File: src/rtl/sv_matmul_if.sv
// Handshake and operand/result bundle between a score producer and sv_matmul.
// The master drives start and operands; the slave (sv_matmul) returns busy, done and the context vector.
interface sv_matmul_if #(
    parameter int HEAD_DIM = 4,
    parameter int SEQ_LEN  = 3,
    parameter int DW       = 4,
    parameter int OW       = 2 * DW
) ();
    logic                                  start;
    logic [SEQ_LEN-1:0][2*DW-1:0]          score;
    logic [SEQ_LEN-1:0][HEAD_DIM-1:0][DW-1:0] v_mat;
    logic                                  busy;
    logic                                  done;
    logic [HEAD_DIM-1:0][OW-1:0]           out_vec;

    modport master (output start, score, v_mat, input busy, done, out_vec);
    modport slave  (input start, score, v_mat, output busy, done, out_vec);
endinterface

File: src/rtl/sv_matmul.sv
// Attention context vector: out_vec[d] = sum_s score[s]*v_mat[s][d], one V row per cycle.
// Optional SV_MATMUL_SAT_EN clamps each result to OW bits instead of wrapping.
module sv_matmul #(
    parameter int HEAD_DIM = 4,
    parameter int SEQ_LEN  = 3,
    parameter int DW       = 4,
    parameter int OW       = 2 * DW
) (
    input  logic        clk,
    input  logic        rst,
    sv_matmul_if.slave  bus
);
    localparam int PW    = 3 * DW;
    localparam int ACC_W = 3 * DW + $clog2(SEQ_LEN) + 1;
    localparam int CNT_W = (SEQ_LEN > 1) ? $clog2(SEQ_LEN) : 1;
    localparam logic [CNT_W-1:0] CNT_LAST = CNT_W'(SEQ_LEN - 1);
`ifdef SV_MATMUL_SAT_EN
    localparam logic signed [ACC_W-1:0] OUT_MAX = ACC_W'((64'sd1 <<< (OW - 1)) - 64'sd1);
    localparam logic signed [ACC_W-1:0] OUT_MIN = ACC_W'(-(64'sd1 <<< (OW - 1)));
`endif

    typedef enum logic [1:0] {IDLE = 2'd0, RUN = 2'd1, DONE = 2'd2} state_t;

    state_t                                   state_q, state_d;
    logic                                     busy_q, busy_d;
    logic                                     done_q, done_d;
    logic [CNT_W-1:0]                         cnt_q, cnt_d;
    logic [SEQ_LEN-1:0][2*DW-1:0]             score_q, score_d;
    logic [SEQ_LEN-1:0][HEAD_DIM-1:0][DW-1:0] v_q, v_d;
    logic signed [ACC_W-1:0]                  acc_q [HEAD_DIM];
    logic signed [ACC_W-1:0]                  acc_d [HEAD_DIM];
    logic [HEAD_DIM-1:0][OW-1:0]              out_q, out_d;
    logic signed [PW-1:0]                     prod_s [HEAD_DIM];
    logic                                     start_ok_s;

    function automatic logic [OW-1:0] fit_out(input logic signed [ACC_W-1:0] a);
`ifdef SV_MATMUL_SAT_EN
        if (a > OUT_MAX) begin
            fit_out = OUT_MAX[OW-1:0];
        end else if (a < OUT_MIN) begin
            fit_out = OUT_MIN[OW-1:0];
        end else begin
            fit_out = OW'(a);
        end
`else
        fit_out = OW'(a);
`endif
    endfunction

    assign start_ok_s = bus.start && (state_q != RUN);

    // State and datapath registers; rst overrides everything.
    always_ff @(posedge clk) begin
        if (rst) begin
            state_q <= IDLE;
            busy_q  <= 1'b0;
            done_q  <= 1'b0;
            cnt_q   <= '0;
            score_q <= '0;
            v_q     <= '0;
            out_q   <= '0;
            for (int d = 0; d < HEAD_DIM; d++) acc_q[d] <= '0;
        end else begin
            state_q <= state_d;
            busy_q  <= busy_d;
            done_q  <= done_d;
            cnt_q   <= cnt_d;
            score_q <= score_d;
            v_q     <= v_d;
            out_q   <= out_d;
            for (int d = 0; d < HEAD_DIM; d++) acc_q[d] <= acc_d[d];
        end
    end

    // Next-state logic.
    always_comb begin
        state_d = state_q;
        case (state_q)
            IDLE:    state_d = bus.start ? RUN : IDLE;
            RUN:     state_d = (cnt_q == CNT_LAST) ? DONE : RUN;
            DONE:    state_d = bus.start ? RUN : IDLE;
            default: state_d = IDLE;
        endcase
    end

    // Registered status outputs; done follows the single DONE cycle.
    always_comb begin
        busy_d = (state_d == RUN);
        done_d = (state_q == DONE);
    end

    // One product per output lane from the current V row; operands sign-extended first.
    always_comb begin
        for (int d = 0; d < HEAD_DIM; d++) begin
            prod_s[d] = PW'($signed(score_q[cnt_q])) * PW'($signed(v_q[cnt_q][d]));
        end
    end

    // Operand capture, accumulation and result publication.
    always_comb begin
        cnt_d   = cnt_q;
        score_d = score_q;
        v_d     = v_q;
        out_d   = out_q;
        for (int d = 0; d < HEAD_DIM; d++) acc_d[d] = acc_q[d];
        if (start_ok_s) begin
            cnt_d   = '0;
            score_d = bus.score;
            v_d     = bus.v_mat;
            for (int d = 0; d < HEAD_DIM; d++) acc_d[d] = '0;
        end else if (state_q == RUN) begin
            cnt_d = (cnt_q == CNT_LAST) ? '0 : cnt_q + CNT_W'(1);
            for (int d = 0; d < HEAD_DIM; d++) acc_d[d] = acc_q[d] + ACC_W'(prod_s[d]);
        end else begin
            cnt_d = cnt_q;
        end
        // Publish from the pre-clear accumulators even when a new start lands in DONE.
        if (state_q == DONE) begin
            for (int d = 0; d < HEAD_DIM; d++) out_d[d] = fit_out(acc_q[d]);
        end else begin
            out_d = out_q;
        end
    end

    assign bus.busy    = busy_q;
    assign bus.done    = done_q;
    assign bus.out_vec = out_q;
endmodule

File: src/flat_wrapper.sv
// flat-port wrapper written by rule: the top's interface ports become plain ports
module sv_matmul_flat 
#(
    parameter int HEAD_DIM = 4,
    parameter int SEQ_LEN  = 3,
    parameter int DW       = 4,
    parameter int OW       = 2 * DW
)
  (clk, rst, bus_start, bus_score, bus_v_mat, bus_busy, bus_done, bus_out_vec);
  sv_matmul_if #(.HEAD_DIM(HEAD_DIM), .SEQ_LEN(SEQ_LEN), .DW(DW), .OW(OW)) bus_i ();
  input  logic clk;
  input  logic rst;
  input wire logic [$bits(bus_i.start)-1:0] bus_start;
  input wire logic [$bits(bus_i.score)-1:0] bus_score;
  input wire logic [$bits(bus_i.v_mat)-1:0] bus_v_mat;
  output wire logic [$bits(bus_i.busy)-1:0] bus_busy;
  output wire logic [$bits(bus_i.done)-1:0] bus_done;
  output wire logic [$bits(bus_i.out_vec)-1:0] bus_out_vec;
  assign bus_i.start = bus_start;
  assign bus_i.score = bus_score;
  assign bus_i.v_mat = bus_v_mat;
  assign bus_busy = bus_i.busy;
  assign bus_done = bus_i.done;
  assign bus_out_vec = bus_i.out_vec;
  sv_matmul #(.HEAD_DIM(HEAD_DIM), .SEQ_LEN(SEQ_LEN), .DW(DW), .OW(OW)) u_core (.clk(clk), .rst(rst), .bus(bus_i));
endmodule
File: config.mk
export PLATFORM = sky130hd
export DESIGN_NAME = sv_matmul_flat
export DESIGN_NICKNAME = d
export VERILOG_FILES = /design/src/rtl/sv_matmul_if.sv /design/src/rtl/sv_matmul.sv /design/src/flat_wrapper.sv
export SDC_FILE = /design/constraint.sdc
export NUM_CORES = 1
export LEC_CHECK = 0
export ABC_AREA = 0
export CAP_MARGIN = 0
export CORE_ASPECT_RATIO = 1.5
export CORE_MARGIN = 4
export CORE_UTILIZATION = 57
export CTS_CLUSTER_SIZE = 8
export DETAILED_ROUTE_END_ITERATION = 8
export DONT_BUFFER_PORTS = 1
export PLACE_DENSITY = 0.83
export SYNTH_ARGS = -nofsm -noshare
export SYNTH_HDL_FRONTEND = slang
export SYNTH_SLANG_ARGS = --single-unit
File: constraint.sdc
create_clock -name clk -period 5.3 [get_ports clk]
set_clock_uncertainty 0.2 [all_clocks]
set_input_delay 1.59 -clock clk [delete_from_list [all_inputs] [get_ports clk]]
set_output_delay 1.59 -clock clk [all_outputs]
set_load 0.01 [all_outputs]
==> metrics.sh, run 1 <==
WORST_PIN_SLEW_NS=1.14
CRITICAL_PATH_BUF_INV_COUNT=2
SYNTH_ENABLE_FLOP_CELLS=0
CLK_PATH_BUF_DEPTH=2
TIMING.FINAL.CRIT_PERIOD_NS=5.08
BUFFER_PORTS.INSERTED=0
SYN-INSTANCE-COUNT=1081
CRITPATHREQUIREDTIME_NS=5.45
YS_SEQ_ELEMENTS=142
WORSTHOLDPATHTYPE='register to register'
SYNTH_TOP_CELL_AREA_SHARE_PCT=32.0
SYNTHTOLAYOUTAREAGROWTH_PCT=7.99
MAX_STAGE_DELAY_NS=0.54
POWER.NET_SWITCHING_mW=0.819
SYN-NUM-NETS=1276
DRT_ITER0_MARKERS=490
FINAL_MAX_SLEW_VIOL_COUNT=0
DESIGN.CORE.AREA_UM2=15200
YS_SEQ_AREA_SHARE_PCT=32.0
MAXIMUM_NUMBER_OF_PINS_ON_ONE_NET_BEFORE_GLOBAL_ROUTE_REPAIR=112
GRT_PASS1_WL_MM=35.5
CP_CELL_SEQUENCE='buf_4 > mux2i_1 > o22a_1 > or2_2 > fa_1 > fa_1 > fa_1 > inv_1 > ha_1 > a21o_1 > a21oi_1 > o21ai_0 > xnor3_1 > xnor3_1 > a21oi_1'
DETAILEDPLACEMENTHPWL_MM=15.5
CLOCK_TREE.ROOT_CELL='clkbuf_16'
CTS_TREE='built'
UNREPAIRED_SETUP_ENDPOINTS_AFTER_GLOBAL_ROUTING='no'
DRC=0
COMB_POWER_SHARE_PCT=15.0
ROUTED_VIA_DENSITY=5.65
ANTENNA_FOUND_INITIAL=0
TIMING.REG2REG.SETUP_SLACK_NS=0.22
GP_ROUTABILITY_CONGESTION=0.891
DRTPASS1ITERATIONS=5
CLK_LATENCY_NS=0.42
CTS_SINKS=142
CTS_INSERTED_BUFFERS=17
CTS.REPORTEDPATHS.CLKPINSLEW_NS=0.07
DRV_CAP=0
POWER.DENSITY_nW_PER_UM2=289
POWER_mW=2.77
ROUTE.FINAL.WIRE_LENGTH_MM=21.6
FINAL.SETUP.TNS_NS=0
YOSYS_WARNINGS=0
CRITICAL_PATH.SLOWEST_CELL='dfxtp_2'
LAYOUT_CELL_SHARE_WITH_DRIVE_STRENGTH_BEYOND_1_PCT=6.71
RUN_STATUS='finished, final reports clean'
GRT_USE_TOTAL_PCT=25.5
DESIGN.DIE.AREA_UM2=17700
ANTENNADIODECOUNT=0
DIEHEIGHT_UM=161
ENDPOINT_KIND='register'
ASYNC_FLOP_SHARE_PCT=0
GLOBALROUTEOVERFLOWTOTAL=0
POST_SYNTH_NUM_CELL_TYPES=41
MAX_FREQ_MHz=197
FINALHOLDVIOLATIONS=0
TIMING_WORST_SETUP_PATH_TYPE='register to register'
TOP_LEVEL_PORTS=109
SETUP_VIOL=0
PATH_MAX_FANOUT=21
FILLERINSTANCES=1249
PLACEMENT_ROWS=55
FLOORPLAN.DIE.WIDTH_UM=110
SYNTH_AREA_LEADERS='dfxtp_1 (32%), fa_1 (14%), nand2_1 (13%)'
SYNTH_TOP_FLOP_CELL='dfxtp_1'
CRIT_PATH_START_KIND='register'
START_UTIL_PCT=58.4
CELLLEAKAGEPOWER_nW=3.90
CRIT_FAMILY='adder cells'
POWER.SEQUENTIAL.FRACTION_PCT=41.5
POSTCTSSETUPREPAIRBUFS=0
TIMING.CRITICAL_PATH.DEPTH=15
SYN_AVG_CELL_AREA_UM2=8.21
FIN_UTIL_PCT=63.0
ROUTED-VIA-COUNT=7192
TIMING.SLEW.HEADROOM_PCT=23.7
CTS_HTREE_LEVELS=4
WL_PER_CELL_UM=16.9
CRITICAL_PATH.MOST_COMMON_CELL='fa_1'
CLOCK_NETWORK_FRACTION_OF_TOTAL_POWER_PCT=43.6
SYNTH_TOP_CELL_BY_AREA='dfxtp_1'
WORSTREGTOREGCELLS=15
ROUTE.ANTENNA.REMAINING_NETS=0
MIN_DELAY_PATH_DEPTH=2
VIAS_IN_THE_FIRST_GLOBAL_ROUTE=7584
IRDROPWORSTVDD_mV=0.198
FINAL_MIN_PERIOD_OVER_CLOCK_PERIOD_PCT=95.8
POWER.SWITCHING_FRACTION_PCT=29.6
SYNTH.CELL_AREA_UM2=8880
CELLINTERNALPOWER_mW=1.95
WORSTPATHARRIVAL_NS=5.23
FINISH.NET_COUNT=1255
[synthesized netlist by cell type (3+ instances only)]
cell type  count
nand2b_1       5
buf_2          5
xor2_1         7
inv_1         90
o21ai_0        7
a21o_1        11
nand2_1      311
nor2_2         3
fa_1          60
or2_2          3
a21oi_1      151
a211oi_1       4
o22a_1         9
xnor3_1        8
nor2_1        71
ha_1          60
o22ai_1        6
xnor2_1       25
clkbuf_1      45
and2_1         4
dfxtp_1      142
buf_6          4
nor2b_1        5
buf_1          3
mux2i_1       23
[flip-flops by register name, summed over array words and instances, names as in the netlist]
signal and flops:
u_core.bus.out_vec 32, u_core.bus.done 1, u_core.acc_q 32, u_core.v_q 48
u_core.bus.busy 1, u_core.state_q 2, u_core.cnt_q 2, u_core.score_q 24
[through the flow]
step	std cells	setup slack (ns)	hold WS [ns]	cell area [um2]
global route	1272	0.0372	0.267	9590
finish	1272	0.224	0.251	9590
detailed placement	1240	0.316	0.242	8990
floorplan	1081	0.100	0.236	8880
CTS	1272	0.266	0.250	9580
global placement	1240	0.469	0.237	8990
[logic make-up (layout without fill, tap and decap cells)]
logic type,Yosys count,in the layout,synth area share (%)
AOI/OAI and AO/OA,198,198,12.9
buffers and inverters,150,142,7.16
muxes,24,24,2.76
DFF,142,142,32.0
adders and majority gates,120,120,22.0
and+or+nand+nor,407,407,18.0
xor gates and xnor gates,40,40,5.19
[metal layers]
layer | vias up | global-route usage (%) | wire length (um)
li1 | 3407 | - | -
met1 | 3432 | 29.6 | 8170
met2 | 283 | 44.5 | 11100
met3 | 70 | 5.07 | 1460
met4 | 0 | 10.9 | 813
met5 | - | 0 | 0
[layout by cell type (no fill, tap or decap), drive strengths merged, types with 3 or more instances in the layout]
cell,Yosys,routed
mux2i,23,23
and2,4,4
buf,15,20
o22ai,6,6
nand2b,5,5
fa,60,60
xnor3,8,8
a211oi,4,4
nor2,74,74
inv,90,97
o21ai,9,9
or2,3,3
o2bb2ai,3,3
dfxtp,142,142
o22a,10,10
clkinv,0,5
a21oi,151,151
nor2b,6,6
a21o,11,11
nand2,311,311
clkbuf,45,18
ha,60,60
xor2,7,7
xnor2,25,25
[cell type report]
class	instances	area, um2	share of cell area, %
multi-input cells	789	5420	56.5
repair buffers	20	150	1.57
inverters	90	338	3.52
clock inverters	14	148	1.54
well taps	199	249	2.60
clock buffers	18	439	4.58
flip-flops and latches	142	2840	29.7
[worst reg2reg max path: cells and delay by family, from the launching register on]
family	cells	cell delay (ns)
mux	1	0.15
compound gates	5	1.00
xor+xnor	2	0.58
simple gates	1	0.33
buf+inv	2	0.43
flops	1	0.54
fa+ha+maj	4	1.77
[power by group through the flow]
stage | Clock (mW) | Combinational [mW] | Sequential (mW)
floorplan | 0 | 0.334 | 1.15
global placement | 0 | 0.386 | 1.17
detailed placement | 0 | 0.405 | 1.17
CTS | 1.22 | 0.412 | 1.15
global route | 1.26 | 0.466 | 1.15
finish | 1.21 | 0.414 | 1.15
[final timing paths]
check / startpoint / end
setup reg to reg: u_core.cnt_q[0] / u_core.acc_q[3][7]
setup / recovery: u_core.cnt_q[0] / u_core.acc_q[3][7]
hold reg to reg: u_core.v_q[14] / u_core.v_q[14]
hold / removal: u_core.v_q[14] / u_core.v_q[14]
[timing repair]
item / in CTS / in global routing
endpoints found under the hold margin: 0 / 0
hold buffers: 0 / 0
resized for setup: 0 / 1
endpoints found under the setup margin: 0 / 1
Note: power is estimated with default switching activity, not from simulation.
==> inputs of run 2 (changes only) <==
--- a/config.mk
+++ b/config.mk
@@ -7,13 +7,14 @@
 export LEC_CHECK = 0
 export ABC_AREA = 0
 export CAP_MARGIN = 0
-export CORE_ASPECT_RATIO = 1.5
+export CORE_ASPECT_RATIO = 1.75
 export CORE_MARGIN = 4
 export CORE_UTILIZATION = 57
 export CTS_CLUSTER_SIZE = 8
 export DETAILED_ROUTE_END_ITERATION = 8
 export DONT_BUFFER_PORTS = 1
 export PLACE_DENSITY = 0.83
+export SLEW_MARGIN = 5
 export SYNTH_ARGS = -nofsm -noshare
 export SYNTH_HDL_FRONTEND = slang
 export SYNTH_SLANG_ARGS = --single-unit
==> run 2 against run 1 <==
Net effect: die area rose by 0.21%; wire length fell by 1.7%; via count fell by 1.8%; combinational power barely moved; critical path depth did not move; worst hold slack improved by 0.0026 ns; sequential share of layout area rose by 0.050 points; power fell by 1.7%; final area fell by 0.17%; cell count fell by 0.86%; critical path type unchanged; largest cell class unchanged; largest power group unchanged; highest routed layer unchanged.
==> metrics.sh, run 2 (synthesis gave the netlist of run 1 again) <==
DIEHEIGHT_UM=173  # +7.6%
BUFFER_PORTS.INSERTED=0  # unchanged
NUMPLACEDINSTANCES=1229  # -0.89%
MAX_FREQ_MHz=203  # +3.0%
CTS_TREE='built'
FINAL_MIN_PERIOD_OVER_CLOCK_PERIOD_PCT=93.0  # -2.8 points
POWER.SWITCHING_FRACTION_PCT=30.3  # +0.70 points
LAYOUT_CELL_SHARE_WITH_DRIVE_STRENGTH_BEYOND_1_PCT=6.79  # +0.081 points
WORSTREGTOREGCELLS=15  # unchanged
CTS_INSERTED_BUFFERS=17  # unchanged
CLOCK_TREE.ROOT_CELL='clkbuf_16'
CRITICAL_PATH.REG2REG.ENDPOINT='u_core.acc_q[2][7]'
VIAS_IN_THE_FIRST_GLOBAL_ROUTE=7214  # -4.9%
CLOCK_NETWORK_FRACTION_OF_TOTAL_POWER_PCT=42.7  # -0.9 points
ROUTE.FINAL.WIRE_LENGTH_MM=21.2  # -1.7%
SETUP_VIOL=0  # unchanged
DESIGN.CORE.AREA_UM2=15300  # +0.70%
POSTLAYOUTSETUPSLACKWORST_NS=0.370  # +0.146 ns
TIMING.RR.START='u_core.cnt_q[0]'
ROUTED_VIA_DENSITY=5.60  # -0.95%
START_UTIL_PCT=58.0  # -0.41 points
ROUTE.ANTENNA.REMAINING_NETS=0  # unchanged
FINAL_MAX_SLEW_VIOL_COUNT=0  # unchanged
DESIGN.DIE.AREA_UM2=17700  # +0.21%
CTS_SINKS=142  # unchanged
CTS.REPORTEDPATHS.CLKPINSLEW_NS=0.07  # about the same
FLOORPLAN.DIE.WIDTH_UM=102  # -6.9%
POWER.NET_SWITCHING_mW=0.824  # +0.62%
DRTPASS1ITERATIONS=5  # unchanged
CELLINTERNALPOWER_mW=1.90  # -2.7%
TOP_LEVEL_PORTS=109  # unchanged
WORSTHOLDPATHTYPE='register to register'
REGISTER_NAME_WITH_THE_MOST_FLOPS='u_core.v_q'
CLK_LATENCY_NS=0.43  # about the same
FILLERINSTANCES=1337  # +7.0%
ENDPOINT_KIND='register'
ANTENNADIODECOUNT=0  # unchanged
FIN_UTIL_PCT=62.5  # -0.54 points
POST-PLACE-WS_NS=0.374  # +0.0586 ns
POWER.DENSITY_nW_PER_UM2=284  # -1.5%
CTS_HTREE_LEVELS=4  # unchanged
WORSTPATHARRIVAL_NS=5.09  # -0.14 ns
TIMING.FINAL.CRIT_PERIOD_NS=4.93  # -0.146 ns
LAYOUT.CELLS.MOST_COMMON_LIST='nand2_1 (310), a21oi_1 (151), dfxtp_1 (141)'
SYNTHTOLAYOUTAREAGROWTH_PCT=7.81
HOLD_BUFFERS=0  # unchanged
GLOBALROUTEOVERFLOWTOTAL=0  # unchanged
POWER_mW=2.72  # -1.7%
FINISH.CELL_COUNT_WITHOUT_FILLERS=1261  # -0.86%
POSTCTSSETUPREPAIRBUFS=0  # unchanged
FINAL.HOLD.WORST_SLACK_NS=0.253  # +0.00258 ns
FINAL.SETUP.TNS_NS=0  # unchanged
IRDROPWORSTVDD_mV=0.272  # +37%
LARGEST_REGISTER_FFS=48  # unchanged
CRITPATHREQUIREDTIME_NS=5.46  # about the same
MULTI_INPUT_COMB_AREA_UM2=5410  # -0.21%
CRIT_PATH_START_KIND='register'
DRT_ITER0_MARKERS=365  # -26%
TIMING.REG2REG.SETUP_SLACK_NS=0.37  # +0.15 ns
PLACEMENT_ROWS=60  # +9.1%
DETAILEDPLACEMENTHPWL_MM=15.9  # +3.0%
CELLLEAKAGEPOWER_nW=3.89  # -0.11%
SEQUENTIAL_CELL_AREA_UM2=2840  # unchanged
MAXIMUM_NUMBER_OF_PINS_ON_ONE_NET_BEFORE_GLOBAL_ROUTE_REPAIR=112  # unchanged
RUN_STATUS='finished, final reports clean'
GRT_PASS1_WL_MM=34.5  # -3.0%
PATH_MAX_FANOUT=22  # +4.8%
POST_CTS_RESIZED=0  # unchanged
PLACEMENT.CELL_AREA_UM2=9000  # about the same
HOLDCRITSTARTPOINT='u_core.v_q[37]'
DRV_CAP=0  # unchanged
MIN_DELAY_PATH_DEPTH=2  # unchanged
ROUTED-VIA-COUNT=7062  # -1.8%
WORST_PIN_SLEW_NS=1.14  # -0.00479 ns
HOLD_END='u_core.v_q[37]'
GP_ROUTABILITY_CONGESTION=0.949  # +6.5%
FINISH.NET_COUNT=1257  # +0.16%
FINALHOLDVIOLATIONS=0  # unchanged
POWER.SEQUENTIAL.FRACTION_PCT=42.2  # +0.7 points
COMB_POWER_SHARE_PCT=15.1  # about the same
UNREPAIRED_SETUP_ENDPOINTS_AFTER_GLOBAL_ROUTING='no'
COMMONEST_NON_FILL_NON_TAP_CELL_IN_THE_LAYOUT='nand2_1'
GRT_USE_TOTAL_PCT=25.0  # -0.48 points
WL_PER_CELL_UM=16.8  # -0.82%
TIMING_WORST_SETUP_PATH_TYPE='register to register'
ANTENNA_FOUND_INITIAL=0  # unchanged
DRC=0  # unchanged
TIMING.SLEW.HEADROOM_PCT=24.0  # +0.32 points
POSTLAYOUTCELLAREA_UM2=9570  # -0.17%
CLK_PATH_BUF_DEPTH=2  # unchanged
==> run 2: power by group through the flow <==
stage                     registers [mW]  clock network, mW  logic, mW
final                               1.15               1.16      0.411
after global routing                1.15               1.23      0.464
after CTS                           1.15               1.18      0.412
after detailed placement            1.17                  0      0.410
after global placement              1.17                  0      0.391
after floorplan                     1.15                  0      0.334
==> run 2: critical path, cell delays in order (launching register included) <==
cell,delay [ns]
dfxtp_2,0.58
buf_12,0.23
mux2i_1,0.09
o22ai_1,0.38
nand2_1,0.14
fa_1,0.52
fa_1,0.54
fa_1,0.55
inv_1,0.07
ha_1,0.29
a21o_1,0.16
a21oi_1,0.21
o21ai_0,0.16
xnor3_1,0.22
xnor3_1,0.38
a21oi_1,0.14
==> run 2: how the worst max path moves through the flow <==
stage,from,endpoint,slack (ns)
floorplan,u_core.cnt_q[0],u_core.acc_q[2][7],0.10
global placement,u_core.cnt_q[0],u_core.acc_q[2][7],0.44
detailed placement,u_core.cnt_q[0],u_core.acc_q[2][7],0.37
CTS,u_core.cnt_q[0],u_core.acc_q[2][7],0.35
global route,u_core.cnt_q[0],u_core.acc_q[2][7],0.08
finish,u_core.cnt_q[0],u_core.acc_q[2][7],0.37
==> run 2: area by class of cell <==
cell class / instances / share of cell area [%]
Timing Repair Buffer: 22 / 1.86
Clock buffer: 17 / 4.45
Inverter: 90 / 3.53
Sequential cell: 142 / 29.7
Multi-Input combinational cell: 789 / 56.5
Tap cell: 186 / 2.43
Clock inverter: 15 / 1.52
==> run 2: routing by layer <==
| metal | vias up | part of all wire, % | GRT usage (%) |
|---|---|---|---|
| met3 | 71 | 5.0 | 4.52 |
| met5 | - | 0 | 0 |
| met2 | 237 | 52 | 44.3 |
| li1 | 3413 | - | - |
| met4 | 0 | 5.1 | 12.6 |
| met1 | 3341 | 37 | 27.7 |
==> inputs of run 3 (changes only) <==
--- a/config.mk
+++ b/config.mk
@@ -14,6 +14,7 @@
 export DETAILED_ROUTE_END_ITERATION = 8
 export DONT_BUFFER_PORTS = 1
 export PLACE_DENSITY = 0.83
+export SETUP_SLACK_MARGIN = 0.3
 export SLEW_MARGIN = 5
 export SYNTH_ARGS = -nofsm -noshare
 export SYNTH_HDL_FRONTEND = slang
==> run 3 against run 2 <==
Net effect: die area stayed put; combinational power about the same; clock-buffer cell count unchanged; clock power barely moved; sequential power is essentially flat; wire length decreased by 0.46%; register-to-register slack improved by 0.15 ns; global-route usage fell by 0.053 points; cell count barely moved; largest cell class unchanged.
==> metrics.sh, run 3 (synthesis gave the netlist of run 1 again) <==
DRV_CAP=0  # unchanged
WL_PER_CELL_UM=16.7  # -0.54%
CP-STARTPOINT='u_core.cnt_q[0]'
CRITPATHREQUIREDTIME_NS=5.44  # -0.02 ns
LAYOUT.CELLS.MOST_COMMON_LIST='nand2_1 (310), a21oi_1 (148), dfxtp_1 (141)'
ROUTE.FINAL.WIRE_LENGTH_MM=21.1  # -0.46%
CTS_HTREE_LEVELS=4  # unchanged
CLK_LATENCY_NS=0.43  # about the same
MAX_FREQ_MHz=209  # +3.1%
START_UTIL_PCT=58.0  # unchanged
CTS.REPORTEDPATHS.CLKPINSLEW_NS=0.06  # about the same
DRC=0  # unchanged
FINAL_MIN_PERIOD_OVER_CLOCK_PERIOD_PCT=90.3  # -2.8 points
PLACEMENT_ROWS=60  # unchanged
ROUTE.ANTENNA.REMAINING_NETS=0  # unchanged
TIMING_WORST_SETUP_PATH_TYPE='register to register'
NUMPLACEDINSTANCES=1228  # -0.081%
VIAS_IN_THE_FIRST_GLOBAL_ROUTE=7271  # +0.79%
FINAL.SETUP.TNS_NS=0  # unchanged
CRITICAL_PATH_BUF_INV_COUNT=2  # unchanged
DETAILEDPLACEMENTHPWL_MM=15.8  # -0.69%
HOLD_BUFFERS=0  # unchanged
POWER_mW=2.74  # +0.82%
SETUP_VIOL=0  # unchanged
IRDROPWORSTVDD_mV=0.210  # -23%
WORSTPATHARRIVAL_NS=4.93  # -0.16 ns
CTS_INSERTED_BUFFERS=17  # unchanged
CRITICAL_PATH.SLOWEST_CELL='fa_1'
REGISTER_NAME_WITH_THE_MOST_FLOPS='u_core.v_q'
TIMING.SLEW.HEADROOM_PCT=40.2  # +16 points
GRT_USE_TOTAL_PCT=24.9  # -0.053 points
FINAL_MAX_SLEW_VIOL_COUNT=0  # unchanged
TIMING.FINAL.CRIT_PERIOD_NS=4.78  # -0.147 ns
DESIGN.CORE.AREA_UM2=15300  # unchanged
WORST_PIN_SLEW_NS=0.895  # -0.241 ns
CELLLEAKAGEPOWER_nW=3.91  # +0.45%
CRITICAL_PATH.MOST_COMMON_CELL='fa_1'
GRT_PASS1_WL_MM=35.0  # +1.5%
POWER.DENSITY_nW_PER_UM2=285  # +0.19%
RUN_STATUS='finished, final reports clean'
SYNTHTOLAYOUTAREAGROWTH_PCT=8.49
CRIT_PATH_START_KIND='register'
MAX_STAGE_DELAY_NS=0.54  # -0.04 ns
CTS_SINKS=142  # unchanged
LAYOUT_CELL_SHARE_WITH_DRIVE_STRENGTH_BEYOND_1_PCT=7.25  # +0.46 points
TIMING.RR.START='u_core.cnt_q[0]'
DRT_ITER0_MARKERS=321  # -12%
FLOORPLAN.DIE.WIDTH_UM=102  # unchanged
CP_CELL_SEQUENCE='buf_4 > mux2i_1 > o22ai_1 > nand2_1 > fa_1 > fa_1 > fa_1 > inv_1 > ha_1 > a21o_1 > a21oi_1 > o21ai_0 > xnor3_1 > o31ai_2'
FINISH.CELL_COUNT_WITHOUT_FILLERS=1262  # +0.079%
TOP_LEVEL_PORTS=109  # unchanged
FINISH.NET_COUNT=1258  # +0.080%
DRTPASS1ITERATIONS=5  # unchanged
FINALHOLDVIOLATIONS=0  # unchanged
ENDPOINT_KIND='register'
PATH_MAX_FANOUT=13  # -41%
CRIT_FAMILY='adder cells'
COMMONEST_NON_FILL_NON_TAP_CELL_IN_THE_LAYOUT='nand2_1'
WORSTHOLDPATHTYPE='register to register'
BUFFER_PORTS.INSERTED=0  # unchanged
GLOBALROUTEOVERFLOWTOTAL=0  # unchanged
HOLDCRITSTARTPOINT='u_core.v_q[17]'
DESIGN.DIE.AREA_UM2=17700  # unchanged
GP_ROUTABILITY_CONGESTION=0.938  # -1.2%
DIEHEIGHT_UM=173  # unchanged
LARGEST_REGISTER_FFS=48  # unchanged
CLOCK_TREE.ROOT_CELL='clkbuf_16'
MAXIMUM_NUMBER_OF_PINS_ON_ONE_NET_BEFORE_GLOBAL_ROUTE_REPAIR=112  # unchanged
CLK_PATH_BUF_DEPTH=2  # unchanged
TIMING.REG2REG.SETUP_SLACK_NS=0.52  # +0.15 ns
ANTENNA_FOUND_INITIAL=0  # unchanged
CTS_TREE='built'
ROUTED_VIA_DENSITY=5.60  # about the same
UNREPAIRED_SETUP_ENDPOINTS_AFTER_GLOBAL_ROUTING='no'
ROUTED-VIA-COUNT=7068  # +0.085%
FIN_UTIL_PCT=62.9  # +0.39 points
ANTENNADIODECOUNT=0  # unchanged
## run 3: cell types whose count changed in the layout (fill, tap and decap cells not counted), sizes merged
cell / change
bufinv: +1
buf: +1
clkinv: -1
## run 3: timing repair
action,in CTS,in global routing
resized for setup,0,7
setup endpoints to repair,0,4
setup buffers,0,2
## run 3: routing by layer
layer  vias to the layer above  track usage (%)  share of wire, %
li1                       3416                -                 -
met1                      3399             28.1                38
met2                       206             44.9                53
met3                        47             4.52               4.8
met4                         0             10.3               3.5
met5                         -                0                 0
## run 3: worst min-delay path, stage by stage (launching register included)
cell and delay [ns]:
dfxtp_1 0.31, nand2_1 0.05, a21oi_1 0.05
## run 3: through the flow
stage	hold WS (ns)	instance area, um2	setup slack [ns]
CTS	0.252	9580	0.300
global route	0.268	9630	0.304
floorplan	0.236	8880	0.305
finish	0.251	9630	0.517
global placement	0.236	9000	0.407
detailed placement	0.242	9000	0.322
## run 3: area by class of cell
class | instances | area, um2
fillers | 1307 | 5690
flip-flops and latches | 142 | 2850
inverters | 90 | 338
clock inverters | 15 | 150
repair buffers | 23 | 205
multi-input cells | 789 | 5430
well taps | 186 | 233
clock buffers | 17 | 425
## run 3: path summary, 6_finish.rpt
kind,end,depth (start not counted)
hold / removal,u_core.v_q[17],2
setup / recovery,u_core.acc_q[1][7],14
setup reg to reg,u_core.acc_q[1][7],14
hold reg to reg,u_core.v_q[17],2
## run 3: where the power goes
group / switching [mW] / total [mW] / internal (mW)
clock network: 0.523 / 1.18 / 0.662
logic: 0.248 / 0.410 / 0.162
registers: 0.0361 / 1.15 / 1.11
total: 0.807 / 2.74 / 1.93
